===== config.mk =====
export PLATFORM = sky130hd
export DESIGN_NAME = fifo_wr_serializer
export DESIGN_NICKNAME = d
export VERILOG_FILES = /design/src/rtl/fifo_wr_pkg.sv /design/src/rtl/fifo_wr_serializer.sv
export SDC_FILE = /design/constraint.sdc
export NUM_CORES = 1
export LEC_CHECK = 0
export BUFFER_PORTS_ARGS = -buffer_cell sky130_fd_sc_hd__buf_4
export CAP_MARGIN = 0
export CORE_MARGIN = 2
export CORE_UTILIZATION = 45
export DETAILED_ROUTE_END_ITERATION = 12
export PLACE_DENSITY_LB_ADDON = 0.12
export SYNTH_ARGS = -nofsm -noshare
export SYNTH_HDL_FRONTEND = slang
export SYNTH_SLANG_ARGS = --single-unit
export TNS_END_PERCENT = 1

===== constraint.sdc =====
create_clock -name wclk -period 2.2 [get_ports wclk]
set_clock_uncertainty 0.05 [all_clocks]
set_input_delay 0.22 -clock wclk [delete_from_list [all_inputs] [get_ports wclk]]
set_output_delay 0.22 -clock wclk [all_outputs]
set_load 0.01 [all_outputs]

===== src/rtl/fifo_wr_pkg.sv =====
// Shared types and helpers for the write-domain serializer of the async FIFO.
package fifo_wr_pkg;

  // Widest keep mask the lane picker handles.
  localparam int MAX_LANES = 64;

  typedef enum logic [1:0] {
    IDLE  = 2'd0,
    SEND  = 2'd1,
    TRAIL = 2'd2
  } ser_state_e;

  // Number of FIFO-width lanes in one producer word.
  function automatic int lanes(input int in_w, input int out_w);
    return in_w / out_w;
  endfunction

  // Index of the lowest set bit; 0 when the mask is empty.
  function automatic int lowest_set_idx(input logic [MAX_LANES-1:0] mask);
    int idx;
    idx = 0;
    for (int i = MAX_LANES - 1; i >= 0; i--) begin
      if (mask[i]) idx = i;
    end
    return idx;
  endfunction

endpackage


===== src/rtl/fifo_wr_serializer.sv =====
// Write-side front end of the async FIFO: takes wide keep/last words and
// writes the kept lanes LSB-first, optionally followed by a lane-count trailer.
module fifo_wr_serializer
  import fifo_wr_pkg::*;
#(
  parameter  int IN_W        = 32,
  parameter  int OUT_W       = 8,
  parameter  int TRAILER_EN  = 1,
  parameter  int FCNT_W      = 16,
  parameter  int FIFO_DATA_W = OUT_W,
  localparam int LANES       = lanes(IN_W, OUT_W)
) (
  input  logic              wclk,
  input  logic              wrst_n,
  input  logic              s_valid,
  output logic              s_ready,
  input  logic [IN_W-1:0]   s_data,
  input  logic [LANES-1:0]  s_keep,
  input  logic              s_last,
  output logic              fifo_wen,
  output logic [OUT_W-1:0]  fifo_wdata,
  input  logic              fifo_wfull,
  output logic              busy,
  output logic [FCNT_W-1:0] frames_done
);

  localparam int LIDX_W = (LANES > 1) ? $clog2(LANES) : 1;
  localparam bit TRL    = (TRAILER_EN != 0);

  if ((IN_W % OUT_W) != 0 || OUT_W != FIFO_DATA_W || LANES > MAX_LANES) begin : g_bad_cfg
    $error("fifo_wr_serializer: IN_W must be a multiple of OUT_W and OUT_W must match the FIFO width");
  end

  ser_state_e          r_state;
  ser_state_e          w_state_nxt;
  logic [IN_W-1:0]     r_data;
  logic [LANES-1:0]    r_mask;
  logic [LANES-1:0]    w_mask_nxt;
  logic [LANES-1:0]    w_mask_clr;
  logic                r_last;
  logic [OUT_W-1:0]    r_bcnt;
  logic [OUT_W-1:0]    w_bcnt_nxt;
  logic [FCNT_W-1:0]   r_frames;
  logic [FCNT_W-1:0]   w_frames_nxt;
  logic [OUT_W-1:0]    w_lanes [LANES];
  logic [MAX_LANES-1:0] w_mask_ext;
  logic [LIDX_W-1:0]   w_idx;
  logic                w_wen;
  logic                w_wr_send;
  logic                w_wr_trail;
  logic                w_final;
  logic                w_ready;
  logic                w_accept;
  logic                w_end_cur;
  logic                w_end_new;

  for (genvar g = 0; g < LANES; g++) begin : g_lane
    assign w_lanes[g] = r_data[g*OUT_W +: OUT_W];
  end

  // Pick the lowest remaining lane and the mask left after writing it.
  always_comb begin
    w_mask_ext             = '0;
    w_mask_ext[LANES-1:0]  = r_mask;
    w_idx                  = LIDX_W'(lowest_set_idx(w_mask_ext));
    w_mask_clr             = r_mask & ~(LANES'(1) << w_idx);
  end

  // A write happens whenever something is pending and the FIFO has room.
  assign w_wen      = ((r_state == SEND) || (r_state == TRAIL)) && !fifo_wfull;
  assign w_wr_send  = w_wen && (r_state == SEND);
  assign w_wr_trail = w_wen && (r_state == TRAIL);
  assign w_final    = w_wr_send && (w_mask_clr == '0);
  // Ready reopens in the cycle the held word is finished, so words stream without a bubble.
  assign w_ready    = (r_state == IDLE) || (w_final && !(r_last && TRL)) || w_wr_trail;
  assign w_accept   = s_valid && w_ready;
  // Frame completion from the held word, and from an accepted empty last word with no trailer.
  assign w_end_cur  = w_wr_trail || (w_final && r_last && !TRL);
  assign w_end_new  = w_accept && (s_keep == '0) && s_last && !TRL;

  assign s_ready     = w_ready;
  assign fifo_wen    = w_wen;
  assign busy        = (r_state != IDLE);
  assign frames_done = r_frames;

  // Write data: current lane while sending, lane count while trailing.
  always_comb begin
    fifo_wdata = '0;
    case (r_state)
      SEND:    fifo_wdata = w_lanes[w_idx];
      TRAIL:   fifo_wdata = r_bcnt;
      default: fifo_wdata = '0;
    endcase
  end

  // Next-state, mask, byte counter and frame counter.
  always_comb begin
    w_state_nxt = r_state;
    w_mask_nxt  = r_mask;
    if (w_wr_send)  w_mask_nxt  = w_mask_clr;
    if (w_final)    w_state_nxt = (r_last && TRL) ? TRAIL : IDLE;
    if (w_wr_trail) w_state_nxt = IDLE;
    if (w_accept) begin
      w_mask_nxt = s_keep;
      if (s_keep != '0)        w_state_nxt = SEND;
      else if (s_last && TRL)  w_state_nxt = TRAIL;
      else                     w_state_nxt = IDLE;
    end
    w_bcnt_nxt = w_wr_send ? (r_bcnt + OUT_W'(1)) : r_bcnt;
    if (w_end_cur || w_end_new) w_bcnt_nxt = '0;
    w_frames_nxt = r_frames + FCNT_W'(w_end_cur) + FCNT_W'(w_end_new);
  end

  // State and holding registers; a reset drops any partial frame.
  always_ff @(posedge wclk or negedge wrst_n) begin
    if (!wrst_n) begin
      r_state  <= IDLE;
      r_data   <= '0;
      r_mask   <= '0;
      r_last   <= 1'b0;
      r_bcnt   <= '0;
      r_frames <= '0;
    end else begin
      r_state  <= w_state_nxt;
      r_mask   <= w_mask_nxt;
      r_bcnt   <= w_bcnt_nxt;
      r_frames <= w_frames_nxt;
      if (w_accept) begin
        r_data <= s_data;
        r_last <= s_last;
      end
    end
  end

endmodule


==> impl_metrics.toml <==
[status]
status = "finished clean"

[setup_path]
r2r_cells = 7
endpoint = "fifo_wdata[4]"
timing.rr.end = "r_data[17]"
cpPeakStageDelay_ns = 0.37
start_kind = "register"
setup.worst_path.start = "r_state[0]"
r2r_start = "r_state[1]"
cp_num_buf_inv = 3
endpoint_kind = "output pin"
cp_max_fo = 18
path_common_cell = "buf_4"
arrival_ns = 1.92
slowest_stage = "a222oi_1"
rrSetupSlack_ns = 0.01
required_ns = 1.93
criticalPathCategory = "reg2out"
critPathTopFamily = "compound AO/OA/AOI/OAI gates"
cp_cell_sequence = "inv_1, ha_1, buf_4, a222oi_1, a311oi_2, buf_4"
crit_cells = 6

[placement]
port_buffers = 67
post_dp_cell_area_mm2 = 0.00369
gp_congestion = 0.737
pre_cts_ws_ns = 0.0612
dp_hpwl_um = 4900

[global_routing]
grt_max_degree = 64
track_usage_pct = 20.1
grt_overflow_total = 0
grt_pass1_vias = 2245
antenna_found_initial = 0
busiest_layer = "met2"
grt_pass1_wl_um = 11300
use_met1_pct = 28.3
use_met2_pct = 29.7
grt_use_met3_pct = 4.38

[die]
dieArea_mm2 = 0.00753
coreArea_mm2 = 0.00672
dieWidth_um = 86.8
initial_core_util_pct = 45.9
die_y_um = 86.8
row_count = 30
io_pins = 68

[logic_synthesis]
yosysTopAreaCell = "dfrtp_1"
syn_area_mm2 = 0.00308
yosys-top-cells-area = "dfrtp_1 51%, mux2_4 8.3%, mux2_2 6.6%"
ys_ff_latch = 63
postSynth.asyncResetShare_pct = 100
ys_types = 46
synthesis.nets = 306
ys_warn_count = 0
synthFlopType = "dfrtp_1"
synth_top_area_share_pct = 51.2
synth_common_cells = "63 x dfrtp_1, 24 x nand2_1, 18 x mux2_2"
synth-edff-count = 0
synth_cells = 259
avgSynthCellArea_um2 = 11.9
ys_seq_area_share_pct = 51.2
synth.most_common_cell = "dfrtp_1"

[sta]
period_minus_slack_ns = 2.19
maxSlewHeadroom_pct = 48.1
final.setup.worst_slack_ns = 0.0150
setup_viol = 0
maxSlewViolCount = 0
tns_ns = 0
finalCritPeriodShare_pct = 99.3
hold_violations = 0
tightest_slew_ns = 0.779
rsz0062_at_grt = "yes"
fmaxAchievable_ghz = 0.458

[cts]
cts_tree = "done"
cts_root_buf = "clkbuf_8"
clk_latency_ns = 0.34
cts_max_path_buffers = 2
htree_num_levels = 3
path_clk_slew_ns = 0.07
cts_num_sinks = 63
cts_buffers = 9

[power]
p_per_area_mw_per_mm2 = 1320
fin_total_pwr_uw = 5240
p_leak_uw = 0.00188
ir_worst_vdd_uv = 671

[route]
first_pass_iters = 4
ant_nets = 0
wl_um = 6980
drt_iter0_drc = 217
drc_errors = 0
via_count = 2276
wl_per_cell_um = 16.6
vias_per_cell = 5.42

[finish]
finalInstanceArea_mm2 = 0.00398
drive_above_1_share_pct = 41.5
fin_util_pct = 59.2
finalNetCount = 382
area_delta_synth_final_pct = 29.1
n_antenna_cell = 0

[worst_hold_path]
min_path_type = "in2reg"

[flow_run]
max_cap_violations = 0
[worst min path at each step]
stage / from / end / slack (ns) / depth (start not counted)
after CTS: s_data[19] / r_data[19] / 0.04 / 2
after global placement: wrst_n / frames_done[5] / 0.31 / 1
after floorplan: wrst_n / frames_done[0] / -0.13 / 0
after detailed placement: wrst_n / frames_done[7] / 0.30 / 1
after global routing: s_data[26] / r_data[26] / 0.03 / 2
final: s_data[26] / r_data[26] / 0.05 / 2
[logic make-up (layout without fill, tap and decap cells)]
kind of cell    Yosys count  after routing  share of synthesized area [%]
compound gates           44             44                           10.7
flops                    63             63                           51.2
xor+xnor                 19             19                           5.40
buf+inv                  25            106                           4.18
fa+ha+maj                 6              6                           2.44
mux                      36             36                           15.2
simple gates             66             66                           10.9
[through the flow]
step           cells  hold slack, ns
4_1_cts          419          0.0358
3_3_place_gp     402           0.312
3_5_place_dp     402           0.305
6_report         420          0.0523
5_1_grt          420          0.0338
2_1_floorplan    259          -0.126
[worst register-to-register path, delay by kind of cell (launching register included)]
kind | cells | cell delay (ns)
adder cells (fa/ha/maj) | 1 | 0.33
buffers and inverters | 2 | 0.26
multiplexers | 1 | 0.32
AO/OA/AOI/OAI | 2 | 0.57
flip-flops | 1 | 0.41
AND/OR/NAND/NOR | 1 | 0.11
[flip-flops by register name, indices dropped and copies added, names as in the netlist]
register,count
frames_done,16
r_bcnt,8
r_data,32
r_last,1
r_mask,4
r_state,2
[final cells by class]
cell class | count | area (µm²)
inverter | 10 | 38.8
timing repair buffer | 80 | 616
fill | 584 | 2740
sequential | 63 | 1580
tap | 80 | 100
clock buffer | 10 | 138
clock inverter | 6 | 108
multi-input combinational | 171 | 1400
[report_power, final]
group	switching [µW]	total [µW]	internal, µW
Combinational	939	2050	1110
Sequential	356	1950	1590
Clock	462	1240	779
[cell usage in the layout (no fill, tap or decap), drive strengths merged, types with 2 or more instances in the layout]
cell    synthesis  final
a211o           3      3
a21oi          11     11
a222oi          8      8
a311oi          8      8
and4            2      2
buf             7     79
bufinv          0      3
clkbuf          8     10
clkinv          1      3
dfrtp          63     63
ha              6      6
inv             9      9
mux2           35     35
nand2          24     24
nand2b          2      2
nand3           6      6
nand4           8      8
nor2           10     10
nor3            2      2
nor4            3      3
o21ai           4      4
xnor2          14     14
xor2            5      5
[layer usage]
layer / wire length [µm] / vias up
met5: 0 / -
met4: 110 / 0
met3: 342 / 10
met2: 3290 / 54
met1: 3240 / 1120
li1: - / 1092
[timing repair]
item / CTS / global route
hold buffers: 1 / 0
endpoints found under the hold margin: 63 / 0
cloned: 0 / 0
buffers inserted: 0 / 1
resized for setup: 4 / 5
endpoints found under the setup margin: 7 / 40
pin swaps: 6 / 2
Power figures use the tool's default switching activity.
